`src/rtl/inst_fetch.sv`:
```
// Fetch stage: holds the PC, issues one instruction-memory request at a time and
// presents each returned word to decode through a registered slot backed by a one-entry skid buffer.
module inst_fetch #(
    parameter logic [31:0] RESET_PC = 32'h0000_0000,
    parameter logic [31:0] NOP_INST = 32'h0000_0013
) (
    input  logic        clock,
    input  logic        reset,
    output logic        imem_req,
    output logic [31:0] imem_addr,
    input  logic        imem_valid,
    input  logic [31:0] imem_rdata,
    input  logic        redirect,
    input  logic [31:0] redirect_pc,
    input  logic        hold,
    output logic        inst_valid,
    output logic [31:0] inst,
    output logic [31:0] inst_pc
);

    localparam int unsigned XLEN  = 32;
    localparam int unsigned OPW   = 7;
    localparam logic [OPW-1:0] OP_BRANCH = 7'b1100011;
    localparam logic [OPW-1:0] OP_JAL    = 7'b1101111;
    localparam logic [OPW-1:0] OP_JALR   = 7'b1100111;

    typedef enum logic [1:0] {
        S_REQ   = 2'd0,
        S_WAIT  = 2'd1,
        S_BLOCK = 2'd2,
        S_DRAIN = 2'd3
    } state_t;

    state_t            state, state_nxt;
    logic [XLEN-1:0]   pc, pc_nxt;
    logic              valid_nxt;
    logic [XLEN-1:0]   inst_nxt, inst_pc_nxt;
    logic              skid_valid, skid_valid_nxt;
    logic [XLEN-1:0]   skid_inst, skid_inst_nxt;
    logic [XLEN-1:0]   skid_pc, skid_pc_nxt;

    logic              issue;
    logic              xfer;
    logic              rdata_is_cf;
    logic [OPW-1:0]    rdata_op;
    logic              unused_redirect_lsbs;

    // A request goes out only when there is room to park its response.
    assign issue       = (state == S_REQ) && !skid_valid && !redirect && !reset;
    assign xfer        = inst_valid && !hold;
    assign rdata_op    = imem_rdata[OPW-1:0];
    assign rdata_is_cf = (rdata_op == OP_BRANCH) || (rdata_op == OP_JAL) || (rdata_op == OP_JALR);

    assign imem_req             = issue;
    assign imem_addr            = pc;
    assign unused_redirect_lsbs = ^redirect_pc[1:0];

    // State and datapath registers.
    always_ff @(posedge clock) begin
        if (reset) begin
            state      <= S_REQ;
            pc         <= RESET_PC;
            inst_valid <= 1'b0;
            inst       <= NOP_INST;
            inst_pc    <= RESET_PC;
            skid_valid <= 1'b0;
            skid_inst  <= NOP_INST;
            skid_pc    <= RESET_PC;
        end else begin
            state      <= state_nxt;
            pc         <= pc_nxt;
            inst_valid <= valid_nxt;
            inst       <= inst_nxt;
            inst_pc    <= inst_pc_nxt;
            skid_valid <= skid_valid_nxt;
            skid_inst  <= skid_inst_nxt;
            skid_pc    <= skid_pc_nxt;
        end
    end

    // Next-state, slot and skid-buffer logic.
    always_comb begin
        state_nxt      = state;
        pc_nxt         = pc;
        valid_nxt      = inst_valid;
        inst_nxt       = inst;
        inst_pc_nxt    = inst_pc;
        skid_valid_nxt = skid_valid;
        skid_inst_nxt  = skid_inst;
        skid_pc_nxt    = skid_pc;

        if (xfer) begin
            if (skid_valid) begin
                valid_nxt      = 1'b1;
                inst_nxt       = skid_inst;
                inst_pc_nxt    = skid_pc;
                skid_valid_nxt = 1'b0;
            end else begin
                valid_nxt = 1'b0;
                inst_nxt  = NOP_INST;
            end
        end

        case (state)
            S_REQ: begin
                if (issue) begin
                    state_nxt = S_WAIT;
                end
            end
            S_WAIT: begin
                if (imem_valid) begin
                    pc_nxt    = pc + XLEN'(4);
                    state_nxt = rdata_is_cf ? S_BLOCK : S_REQ;
                    // Slot is free (empty or being consumed): fill it, else park the word.
                    if (!valid_nxt) begin
                        valid_nxt   = 1'b1;
                        inst_nxt    = imem_rdata;
                        inst_pc_nxt = pc;
                    end else begin
                        skid_valid_nxt = 1'b1;
                        skid_inst_nxt  = imem_rdata;
                        skid_pc_nxt    = pc;
                    end
                end
            end
            S_BLOCK: begin
                state_nxt = S_BLOCK;
            end
            S_DRAIN: begin
                if (imem_valid) begin
                    state_nxt = S_REQ;
                end
            end
            default: begin
                state_nxt = S_REQ;
            end
        endcase

        // Redirect wins over everything; an in-flight response must still be drained.
        if (redirect) begin
            pc_nxt         = {redirect_pc[XLEN-1:2], 2'b00};
            valid_nxt      = 1'b0;
            inst_nxt       = NOP_INST;
            skid_valid_nxt = 1'b0;
            if (state == S_WAIT) begin
                state_nxt = imem_valid ? S_REQ : S_DRAIN;
            end else if (state != S_DRAIN) begin
                state_nxt = S_REQ;
            end
        end
    end

endmodule

```
`config.mk`:
```
export PLATFORM = sky130hd
export DESIGN_NAME = inst_fetch
export DESIGN_NICKNAME = d
export VERILOG_FILES = /design/src/rtl/inst_fetch.sv
export SDC_FILE = /design/constraint.sdc
export NUM_CORES = 1
export LEC_CHECK = 0
export BUFFER_PORTS_ARGS = -buffer_cell sky130_fd_sc_hd__buf_2
export CORE_MARGIN = 3
export CORE_UTILIZATION = 40
export CTS_BUF_LIST = sky130_fd_sc_hd__clkbuf_16
export CTS_CLUSTER_SIZE = 8
export DETAILED_ROUTE_END_ITERATION = 12
export SYNTH_ARGS = -nofsm -noshare
export SYNTH_HDL_FRONTEND = slang
export SYNTH_SLANG_ARGS = --single-unit
```
`constraint.sdc`:
```
create_clock -name clock -period 3.2 [get_ports clock]
set_input_delay 0.16 -clock clock [delete_from_list [all_inputs] [get_ports clock]]
set_output_delay 0.16 -clock clock [all_outputs]
set_load 0.01 [all_outputs]
```
==> results.json <==
{
  "cp_data_required_time_ps": 3540,
  "status": "completed",
  "drt_iter0_drc": 503,
  "yosysWarnings": 0,
  "gp_congestion": 0.782,
  "layout.nets": 1121,
  "holdCritStartpoint": "redirect_pc[18]",
  "clk_path_buf_depth": 2,
  "async_flop_share_pct": 0,
  "synth_cell_types": 52,
  "synth_area_mm2": 0.00701,
  "core_mm2": 0.0169,
  "ys_ff_latch": 160,
  "ys.flop_type": "dfxtp_1",
  "multi_input_area_mm2": 0.00345,
  "cts_htree_levels": 4,
  "grt_pass1_vias": 6592,
  "dieArea_mm2": 0.0191,
  "maxCapViolations": 0,
  "viasPerCell": 5.47,
  "start_kind": "flip-flop",
  "clock_sink_count": 160,
  "die_w_um": 138,
  "grtUsageTotal_pct": 22.0,
  "antenna_left": 0,
  "clk_pin_slew_ps": 60,
  "drc_errors": 0,
  "power.density_mw_per_mm2": 507,
  "criticalPathCategory": "flip-flop to flip-flop",
  "firstDrtPassIters": 5,
  "setup_tns_ps": 0,
  "wl_per_cell_um": 16.6,
  "peakVddDrop_uv": 409,
  "ff_latch_area_mm2": 0.00320,
  "worst_pin_slew_ps": 878,
  "numCtsBuffers": 17,
  "io_pins": 167,
  "grt-ovfl-total": 0,
  "worst_setup_path_end_kind": "flip-flop",
  "grt_setup_unrepaired": "no",
  "antenna_found_initial": 0,
  "io_buffers": 162,
  "cts.repair.resized": 0,
  "grt_max_degree": 92,
  "synth_edf_count": 0,
  "cp-startpoint": "imem_addr[3]$_SDFFE_PP0P_",
  "synth_commonest_cells": "212 x nand2_1, 160 x dfxtp_1, 85 x nor2_1",
  "post-route-period-util_pct": 74.6,
  "finalWirelength_mm": 21.3,
  "period_needed_ps": 2390,
  "cp_max_fo": 10,
  "yosysMostFrequentCell": "nand2_1",
  "drive_gt1_share_pct": 20.5,
  "synth_area_per_cell_um2": 7.77,
  "cts_tree": "built",
  "power_mw": 4.50,
  "fillers": 1643,
  "setup_viol": 0,
  "vias": 7021,
  "synth_area_leaders": "dfxtp_1 46%, nand2_1 11%, a311oi_1 8.5%",
  "finalNonFillerCells": 1283,
  "dp_hpwl_mm": 13.2,
  "die_y_um": 138,
  "arrival_ps": 2720,
  "reg2reg_from": "imem_addr[3]$_SDFFE_PP0P_",
  "synthesis.instances": 902,
  "slew_headroom_pct": 40.9,
  "placed_cells": 1212,
  "area_delta_synth_final_pct": 26.7,
  "hold_class": "primary input to flip-flop",
  "fmax_mhz": 419,
  "grt_pass1_wl_mm": 34.8,
  "yosysTopAreaCell": "dfxtp_1",
  "clock-root-buffer": "clkbuf_16",
  "initial_core_util_pct": 41.5,
  "p_leak_nw": 3.38,
  "whs_ps": 13.2,
  "fin_skew_ps": 6.62,
  "yosysSeqAreaShare_pct": 45.7,
  "diodes": 0,
  "slew_viol_final": 0,
  "hold_viol": 0,
  "placementRows": 47,
  "synth_top_area_share_pct": 45.7,
  "clock_latency_ps": 430
}
-- cell type report --
class | count | share of cell area, %
inverter | 9 | 0.381
sequential | 160 | 36.1
clock inverter | 14 | 1.45
multi-input combinational | 645 | 38.9
timing repair buffer | 218 | 15.3
tap | 220 | 3.10
clock buffer | 17 | 4.79
-- placed cells by master (no fill, tap or decap), types with 15 or more instances in the layout --
| cell | count |
|---|---|
| buf_4 | 15 |
| a311oi_1 | 68 |
| nand2_1 | 211 |
| dlygate4sd3_1 | 40 |
| nand3_1 | 75 |
| dfxtp_1 | 159 |
| nor2_1 | 84 |
| a21oi_1 | 66 |
| buf_2 | 161 |
| clkbuf_16 | 17 |
-- layer usage --
layer	routed length (µm)	track usage [%]
met5	0	0
met4	457	7.80
met3	1240	4.35
met2	9590	34.6
met1	10000	30.1
-- worst paths after layout --
path	depth (start not counted)	to	slack [ps]
worst min register to register	2	skid_pc[26]$_SDFFE_PP0P_	450
worst min-delay path	3	imem_addr[18]$_SDFFE_PP0P_	10
worst max register to register	5	imem_addr[24]$_SDFFE_PP0P_	810
worst max-delay path	5	imem_addr[24]$_SDFFE_PP0P_	810
-- power by group --
part | internal [mW] | switching, mW | total, mW
Combinational | 0.181 | 0.238 | 0.419
Sequential | 2.06 | 0.0768 | 2.13
Clock | 1.13 | 0.825 | 1.95
-- stage by stage --
stage | cell area [µm²] | util [%] | setup slack, ps
global route | 8880 | 52.6 | 668
CTS | 8880 | 52.6 | 800
detailed placement | 7920 | 46.9 | 813
finish | 8880 | 52.6 | 813
floorplan | 7010 | - | 995
global placement | 7920 | 46.9 | 866
-- repair_timing --
action | 4_1_cts | 5_1_grt
setup buffers | 0 | 0
hold buffers | 40 | 0
endpoints found under the hold margin | 43 | 0
-- sequential cells by signal, indices dropped and copies added (netlist names) --
| register | count |
|---|---|
| inst | 32 |
| state | 2 |
| skid_inst | 32 |
| imem_addr | 30 |
| inst_valid | 1 |
| inst_pc | 32 |
| skid_valid | 1 |
| skid_pc | 30 |
-- worst max-delay path: stages (launching register included) --
cell      delay [ps]
dfxtp_1          450
ha_1             240
nand4b_4         180
or4_1            740
or4_1            450
a311oi_1         240
-- cell families (layout without fill, tap and decap cells) --
kind of cell | after synthesis | count (layout) | share of synthesized area [%]
AO/OA/AOI/OAI | 182 | 182 | 18.4
XOR/XNOR | 8 | 8 | 1.00
flip-flops | 160 | 160 | 45.7
AND/OR/NAND/NOR | 452 | 452 | 29.2
adder cells (fa/ha/maj) | 1 | 1 | 0.178
other | 1 | 2 | 0.0535
buffers and inverters | 98 | 258 | 5.44
No activity file was read; power rests on OpenSTA's default activity.
